$ cat src/rtl/fill_write_responder_if.sv
// AXI write channels plus DRAM write port and status counters for fill_write_responder.
interface fill_write_responder_if #(
  parameter int ID_W   = 16,
  parameter int ADDR_W = 64,
  parameter int DATA_W = 512
);
  logic [ID_W-1:0]   awid_i;
  logic [ADDR_W-1:0] awaddr_i;
  logic              awvalid_i;
  logic              awready_o;
  logic [ID_W-1:0]   wid_i;
  logic [DATA_W-1:0] wdata_i;
  logic              wvalid_i;
  logic              wready_o;
  logic [ID_W-1:0]   bid_o;
  logic [1:0]        bresp_o;
  logic              bvalid_o;
  logic              bready_i;
  logic              mem_wr_o;
  logic [ADDR_W-1:0] mem_addr_o;
  logic [DATA_W-1:0] mem_data_o;
  logic              mem_ready_i;
  logic [31:0]       ok_cnt_o;
  logic [31:0]       err_cnt_o;

  modport slave (
    input  awid_i, awaddr_i, awvalid_i, wid_i, wdata_i, wvalid_i, bready_i, mem_ready_i,
    output awready_o, wready_o, bid_o, bresp_o, bvalid_o, mem_wr_o, mem_addr_o, mem_data_o,
           ok_cnt_o, err_cnt_o
  );

  modport master (
    output awid_i, awaddr_i, awvalid_i, wid_i, wdata_i, wvalid_i, bready_i, mem_ready_i,
    input  awready_o, wready_o, bid_o, bresp_o, bvalid_o, mem_wr_o, mem_addr_o, mem_data_o,
           ok_cnt_o, err_cnt_o
  );
endinterface

$ cat src/rtl/fill_write_responder.sv
// Pairs AXI AW and W beats in order, writes good pairs to DRAM and returns one B per pair.
module fill_write_responder #(
  parameter int                ID_W      = 16,
  parameter int                ADDR_W    = 64,
  parameter int                DATA_W    = 512,
  parameter int                DEPTH     = 4,
  parameter logic [ADDR_W-1:0] MEM_LIMIT = ADDR_W'(64'h1_0000_0000)
) (
  input  logic                   clk,
  input  logic                   rst,
  fill_write_responder_if.slave  bus
);
  localparam int PW = (DEPTH > 1) ? $clog2(DEPTH) : 1;
  localparam int CW = PW + 1;
  typedef logic [PW-1:0] ptr_t;
  typedef logic [CW-1:0] cnt_t;
  typedef enum logic {IDLE, ISSUE} state_t;

  localparam logic [1:0] RESP_OKAY   = 2'b00;
  localparam logic [1:0] RESP_SLVERR = 2'b10;
  localparam logic [1:0] RESP_DECERR = 2'b11;

  logic [ID_W-1:0]   aw_id_q   [DEPTH];
  logic [ADDR_W-1:0] aw_addr_q [DEPTH];
  logic [ID_W-1:0]   w_id_q    [DEPTH];
  logic [DATA_W-1:0] w_data_q  [DEPTH];
  logic [ID_W-1:0]   b_id_q    [DEPTH];
  logic [1:0]        b_resp_q  [DEPTH];

  ptr_t aw_wr, aw_rd, w_wr, w_rd, b_wr, b_rd;
  cnt_t aw_count, w_count, b_count;

  state_t            state, state_nx;
  logic [ID_W-1:0]   pair_id;
  logic [ADDR_W-1:0] pair_addr;
  logic [DATA_W-1:0] pair_data;
  logic [31:0]       ok_cnt, err_cnt;

  logic            aw_push, w_push, b_pop, pair_pop, b_push;
  logic [ID_W-1:0] b_push_id;
  logic [1:0]      b_push_resp;

  // Readiness comes only from registered counts, so a pop never frees a slot in the same cycle.
  assign bus.awready_o = (aw_count != cnt_t'(DEPTH));
  assign bus.wready_o  = (w_count != cnt_t'(DEPTH));
  assign aw_push       = bus.awvalid_i & bus.awready_o;
  assign w_push        = bus.wvalid_i & bus.wready_o;

  assign bus.bvalid_o   = (b_count != '0);
  assign b_pop          = bus.bvalid_o & bus.bready_i;
  assign bus.bid_o      = bus.bvalid_o ? b_id_q[b_rd] : '0;
  assign bus.bresp_o    = bus.bvalid_o ? b_resp_q[b_rd] : 2'b00;
  assign bus.mem_wr_o   = (state == ISSUE);
  assign bus.mem_addr_o = pair_addr;
  assign bus.mem_data_o = pair_data;
  assign bus.ok_cnt_o   = ok_cnt;
  assign bus.err_cnt_o  = err_cnt;

  always_ff @(posedge clk) begin
    if (rst) state <= IDLE;
    else     state <= state_nx;
  end

  // A pair is only popped when the B queue can take its response; errors answer immediately.
  always_comb begin
    state_nx    = state;
    pair_pop    = 1'b0;
    b_push      = 1'b0;
    b_push_id   = pair_id;
    b_push_resp = RESP_OKAY;
    case (state)
      IDLE: begin
        if ((aw_count != '0) && (w_count != '0) && (b_count < cnt_t'(DEPTH))) begin
          pair_pop  = 1'b1;
          b_push_id = aw_id_q[aw_rd];
          if (w_id_q[w_rd] != aw_id_q[aw_rd]) begin
            b_push      = 1'b1;
            b_push_resp = RESP_SLVERR;
          end else if (aw_addr_q[aw_rd] >= MEM_LIMIT) begin
            b_push      = 1'b1;
            b_push_resp = RESP_DECERR;
          end else begin
            state_nx = ISSUE;
          end
        end
      end
      ISSUE: begin
        if (bus.mem_ready_i) begin
          b_push   = 1'b1;
          state_nx = IDLE;
        end
      end
      default: state_nx = IDLE;
    endcase
  end

  always_ff @(posedge clk) begin
    if (rst) begin
      aw_wr <= '0; aw_rd <= '0; aw_count <= '0;
      w_wr  <= '0; w_rd  <= '0; w_count  <= '0;
      b_wr  <= '0; b_rd  <= '0; b_count  <= '0;
      pair_id <= '0; pair_addr <= '0; pair_data <= '0;
      ok_cnt  <= '0; err_cnt <= '0;
    end else begin
      if (aw_push)  aw_wr <= aw_wr + ptr_t'(1);
      if (w_push)   w_wr  <= w_wr + ptr_t'(1);
      if (b_push)   b_wr  <= b_wr + ptr_t'(1);
      if (b_pop)    b_rd  <= b_rd + ptr_t'(1);
      if (pair_pop) begin
        aw_rd     <= aw_rd + ptr_t'(1);
        w_rd      <= w_rd + ptr_t'(1);
        pair_id   <= aw_id_q[aw_rd];
        pair_addr <= aw_addr_q[aw_rd];
        pair_data <= w_data_q[w_rd];
      end
      aw_count <= aw_count + cnt_t'(aw_push) - cnt_t'(pair_pop);
      w_count  <= w_count + cnt_t'(w_push) - cnt_t'(pair_pop);
      b_count  <= b_count + cnt_t'(b_push) - cnt_t'(b_pop);
      if (b_push && (b_push_resp == RESP_OKAY)) ok_cnt  <= ok_cnt + 32'd1;
      if (b_push && (b_push_resp != RESP_OKAY)) err_cnt <= err_cnt + 32'd1;
    end
  end

  // Queue storage needs no reset: nothing is read until its count says it is valid.
  always_ff @(posedge clk) begin
    if (aw_push) begin
      aw_id_q[aw_wr]   <= bus.awid_i;
      aw_addr_q[aw_wr] <= bus.awaddr_i;
    end
    if (w_push) begin
      w_id_q[w_wr]   <= bus.wid_i;
      w_data_q[w_wr] <= bus.wdata_i;
    end
    if (b_push) begin
      b_id_q[b_wr]   <= b_push_id;
      b_resp_q[b_wr] <= b_push_resp;
    end
  end
endmodule
$ cat src/flat_wrapper.sv
// flat-port wrapper written by rule: the top's interface ports become plain ports
module fill_write_responder_flat 
#(
  parameter int                ID_W      = 16,
  parameter int                ADDR_W    = 64,
  parameter int                DATA_W    = 512,
  parameter int                DEPTH     = 4,
  parameter logic [ADDR_W-1:0] MEM_LIMIT = ADDR_W'(64'h1_0000_0000)
)
  (clk, rst, bus_awid_i, bus_awaddr_i, bus_awvalid_i, bus_wid_i, bus_wdata_i, bus_wvalid_i, bus_bready_i, bus_mem_ready_i, bus_awready_o, bus_wready_o, bus_bid_o, bus_bresp_o, bus_bvalid_o, bus_mem_wr_o, bus_mem_addr_o, bus_mem_data_o, bus_ok_cnt_o, bus_err_cnt_o);
  fill_write_responder_if #(.ID_W(ID_W), .ADDR_W(ADDR_W), .DATA_W(DATA_W)) bus_i ();
  input  logic clk;
  input  logic rst;
  input wire logic [$bits(bus_i.awid_i)-1:0] bus_awid_i;
  input wire logic [$bits(bus_i.awaddr_i)-1:0] bus_awaddr_i;
  input wire logic [$bits(bus_i.awvalid_i)-1:0] bus_awvalid_i;
  input wire logic [$bits(bus_i.wid_i)-1:0] bus_wid_i;
  input wire logic [$bits(bus_i.wdata_i)-1:0] bus_wdata_i;
  input wire logic [$bits(bus_i.wvalid_i)-1:0] bus_wvalid_i;
  input wire logic [$bits(bus_i.bready_i)-1:0] bus_bready_i;
  input wire logic [$bits(bus_i.mem_ready_i)-1:0] bus_mem_ready_i;
  output wire logic [$bits(bus_i.awready_o)-1:0] bus_awready_o;
  output wire logic [$bits(bus_i.wready_o)-1:0] bus_wready_o;
  output wire logic [$bits(bus_i.bid_o)-1:0] bus_bid_o;
  output wire logic [$bits(bus_i.bresp_o)-1:0] bus_bresp_o;
  output wire logic [$bits(bus_i.bvalid_o)-1:0] bus_bvalid_o;
  output wire logic [$bits(bus_i.mem_wr_o)-1:0] bus_mem_wr_o;
  output wire logic [$bits(bus_i.mem_addr_o)-1:0] bus_mem_addr_o;
  output wire logic [$bits(bus_i.mem_data_o)-1:0] bus_mem_data_o;
  output wire logic [$bits(bus_i.ok_cnt_o)-1:0] bus_ok_cnt_o;
  output wire logic [$bits(bus_i.err_cnt_o)-1:0] bus_err_cnt_o;
  assign bus_i.awid_i = bus_awid_i;
  assign bus_i.awaddr_i = bus_awaddr_i;
  assign bus_i.awvalid_i = bus_awvalid_i;
  assign bus_i.wid_i = bus_wid_i;
  assign bus_i.wdata_i = bus_wdata_i;
  assign bus_i.wvalid_i = bus_wvalid_i;
  assign bus_i.bready_i = bus_bready_i;
  assign bus_i.mem_ready_i = bus_mem_ready_i;
  assign bus_awready_o = bus_i.awready_o;
  assign bus_wready_o = bus_i.wready_o;
  assign bus_bid_o = bus_i.bid_o;
  assign bus_bresp_o = bus_i.bresp_o;
  assign bus_bvalid_o = bus_i.bvalid_o;
  assign bus_mem_wr_o = bus_i.mem_wr_o;
  assign bus_mem_addr_o = bus_i.mem_addr_o;
  assign bus_mem_data_o = bus_i.mem_data_o;
  assign bus_ok_cnt_o = bus_i.ok_cnt_o;
  assign bus_err_cnt_o = bus_i.err_cnt_o;
  fill_write_responder #(.ID_W(ID_W), .ADDR_W(ADDR_W), .DATA_W(DATA_W), .DEPTH(DEPTH), .MEM_LIMIT(MEM_LIMIT)) u_core (.clk(clk), .rst(rst), .bus(bus_i));
endmodule
$ cat config.mk
export PLATFORM = sky130hd
export DESIGN_NAME = fill_write_responder_flat
export DESIGN_NICKNAME = d
export VERILOG_FILES = /design/src/rtl/fill_write_responder_if.sv /design/src/rtl/fill_write_responder.sv /design/src/flat_wrapper.sv
export SDC_FILE = /design/constraint.sdc
export NUM_CORES = 2
export LEC_CHECK = 0
export BUFFER_PORTS_ARGS = -buffer_cell sky130_fd_sc_hd__buf_2
export CORE_ASPECT_RATIO = 1.75
export CORE_MARGIN = 1.5
export CORE_UTILIZATION = 40
export DETAILED_ROUTE_END_ITERATION = 7
export PLACE_DENSITY = 0.72
export SLEW_MARGIN = 20
export SYNTH_ARGS = -nofsm -noshare
export SYNTH_HDL_FRONTEND = slang
export SYNTH_SLANG_ARGS = --single-unit
$ cat constraint.sdc
create_clock -name clk -period 15.5 [get_ports clk]
set_clock_uncertainty 0.05 [all_clocks]
set_input_delay 3.1 -clock clk [delete_from_list [all_inputs] [get_ports clk]]
set_output_delay 3.1 -clock clk [all_outputs]
set_load 0.03 [all_outputs]
==> metrics <==
CP Capture Type=flop; # DRC=0; Core Region=286000 sq um; die area=291000 sq um; synthesized instance count=6448; Worst Path Class, Setup=in2reg; post-route worst setup slack=9.52 ns; H-tree depth=5; Initial DRT Pass Iterations=6; CP peak stage delay=0.86 ns; GPL Wtd Cong=0.881; Routed WL=342000 microns; layout cells sized above 1=30.7%; DP HPWL=233000 microns; Worst Min Path Start=u_core.bus.mem_data_o[127]$_SDFFE_PP0P_; Critical Path Start Type=input pin; vias in the first global route=64700; Layout Area Growth over Synthesis=18.1%; CP arrival=6.40 ns; first-pass GRT wire length=475000 microns; Vias/cell=5.37; reg-to-reg slack, setup=10.21 ns; # resized after CTS=0; pwr/cell area=179 nW/um^2; Period minus WS final=5.98 ns; CTS tree=yes; DIE HEIGHT=713 microns; CP Max Fanout=98; Avg WL per Cell=28.5 microns; port bufs=1275; largest net degree at the start of global routing=146; storage element area=88900 sq um; filler instances=23900; # clock sinks=3188; Least-Margin Pin Slew=1.18 ns; Mapped Nets=7085; CTS Buf Count=294; Hold Path Stages=2; routed vias=64300; leakage power=46.1 nW; initial antenna violation count=258; run status=finished clean; die width=408 microns; CP most frequent cell=buf_4; worst hold path type=reg2reg; area of the multi-input gates=24700 sq um; # Max-Cap Violations=0; Final nets=8373; Clock Tree Root=clkbuf_16; Post-Route Setup TNS=0 ns; setup violators final=0; antenna-violating nets left=0; Cell Rows=260; final core occ=47.5%; Post-CTS Setup Inserts=0; R2R cell count=13; maximum vdd drop=0.000146 V; worst slack, placed=8.70 ns; hold-fix buffers at CTS=0; Initial DRC Count=6131; final hold viol count=0; Cell Chain, Critical Path=buf_2 -> and3_4 -> buf_4 -> buf_4 -> buf_12; YS warnings=0; largest cells by area after synthesis=edfxtp_1 (65%), dfxtp_1 (12%), mux4_2 (12%), nand2_1 (4.0%), a21oi_1 (2.7%); clock-pin slew on the worst setup and hold paths=0.06 ns; Hold EP=u_core.bus.mem_data_o[127]$_SDFFE_PP0P_; Worst-Skew Late Latency=0.89 ns; starting density of the core=40.2%; cell accounting for the most synthesized area=edfxtp_1; period utilization=38.6%; Worst Path Required=15.92 ns; reg-to-reg endpoint=u_core.b_count[2]$_SDFF_PP0_; FF+latch count, synth=3188; fin. max-slew vios=0; Mapped Area=115000 sq um; CP max-delay cell=buf_4; Max-slew headroom=21.6%; maximum clock frequency=0.167 GHz; unrepaired setup endpoints after global routing=false; Seq/Total Area, Yosys=77.2%; GRT overflow=0; synth unique cells=45; Total GRT Usage=22.8%; Syn Area/Cell=17.8 sq um; area fraction of the dominant cell type after synthesis=65.3%; Clock Path Buffers=4; # IOs=1276
## layout by cell type (no fill, tap or decap), types with 21 or more instances in the layout
| master | instances |
|---|---|
| clkbuf_16 | 297 |
| edfxtp_1 | 2504 |
| and2_1 | 27 |
| xor2_1 | 37 |
| nand3_1 | 31 |
| nor2_1 | 90 |
| nand2_1 | 1227 |
| clkbuf_1 | 60 |
| dfxtp_1 | 679 |
| mux2_2 | 23 |
| buf_2 | 1274 |
| xnor2_1 | 21 |
| bufinv_16 | 29 |
| diode_2 | 213 |
| clkinv_2 | 41 |
| mux4_2 | 608 |
| clkinv_1 | 34 |
| a21oi_1 | 610 |
| inv_1 | 24 |
| nor2b_1 | 30 |
| buf_4 | 71 |
## worst max path at each step
stage | from | end | slack (ns) | depth (start not counted)
floorplan | bus_wvalid_i | u_core.w_data_q[3][0]$_DFFE_PP_ | -0.58 | 1
global placement | bus_wvalid_i | u_core.w_data_q[3][416]$_DFFE_PP_ | 8.72 | 5
detailed placement | bus_wvalid_i | u_core.w_data_q[3][410]$_DFFE_PP_ | 8.70 | 5
CTS | flop | bus_bid_o[0] | 9.53 | 3
global route | bus_wvalid_i | u_core.w_data_q[3][430]$_DFFE_PP_ | 9.46 | 5
finish | bus_wvalid_i | u_core.w_data_q[3][411]$_DFFE_PP_ | 9.52 | 5
## logic make-up after synthesis
| kind of cell | after synthesis | share of synthesized area (%) |
|---|---|---|
| AO/OA/AOI/OAI | 635 | 2.82 |
| XOR/XNOR | 58 | 0.441 |
| adder cells (fa/ha/maj) | 23 | 0.270 |
| buffers and inverters | 394 | 1.38 |
| flip-flops | 3188 | 77.2 |
| multiplexers | 660 | 12.6 |
| AND/OR/NAND/NOR | 1490 | 5.22 |
## routing by layer
metal	wire (microns)	GRT usage (%)
met1	113000	24.3
met2	167000	37.3
met3	38800	9.37
met4	22400	14.2
met5	723	0
## sequential cells by signal (all words and copies together) (netlist names), 64 cells and up, named ones only
signal and cells:
u_core.w_data_q 2048, u_core.b_id_q 64, u_core.aw_id_q 64, u_core.bus.mem_addr_o 64
u_core.w_id_q 64, u_core.aw_addr_q 256, u_core.bus.mem_data_o 512
## cell type report
type / instances / share of cell area (%)
antenna: 213 / 0.392
clock buffer: 377 / 5.84
clock inverter: 155 / 1.31
inverter: 25 / 0.0746
multi-input combinational: 2866 / 18.1
sequential: 3188 / 65.4
tap: 3799 / 3.50
timing repair buffer: 1361 / 5.32
## critical path, delay by kind of cell
family | cells | cell delay (ns)
buf+inv | 4 | 2.17
simple gates | 1 | 0.69
## synth_stat cells (all sizes together)
cell / instances
edfxtp: 2504
nand2: 1227
dfxtp: 684
mux4: 626
a21oi: 610
clkbuf: 291
nor2: 91
buf: 76
xor2: 37
nand3: 31
mux2: 30
nor2b: 30
and2: 27
inv: 25
xnor2: 21
ha: 20
and3: 18
nand4: 17
nor4: 17
a2111oi: 11
nor3: 10
and4: 9
a211oi: 5
nand2b: 5
mux2i: 4
o21ai: 4
or3: 4
fa: 3
dlygate4sd1: 2
or4: 2
a211o: 1
a311o: 1
a31oi: 1
a32oi: 1
nor4b: 1
o311ai: 1
or2: 1
## stage by stage
stage	power, mW	area, sq um	cells	hold slack [ns]
floorplan	15.0	115000	6448	0.394
global placement	17.1	126000	11200	0.390
detailed placement	17.2	126000	11200	0.393
CTS	24.5	135000	11800	0.402
global route	25.2	136000	11900	0.421
finish	24.4	136000	12000	0.399
## report_power, final
part	internal [mW]	total [mW]	switching [mW]
logic	1.78	5.91	4.13
clock network	4.15	7.38	3.23
registers	10.6	11.1	0.514
total	16.5	24.4	7.87
Power figures use the tool's default switching activity.
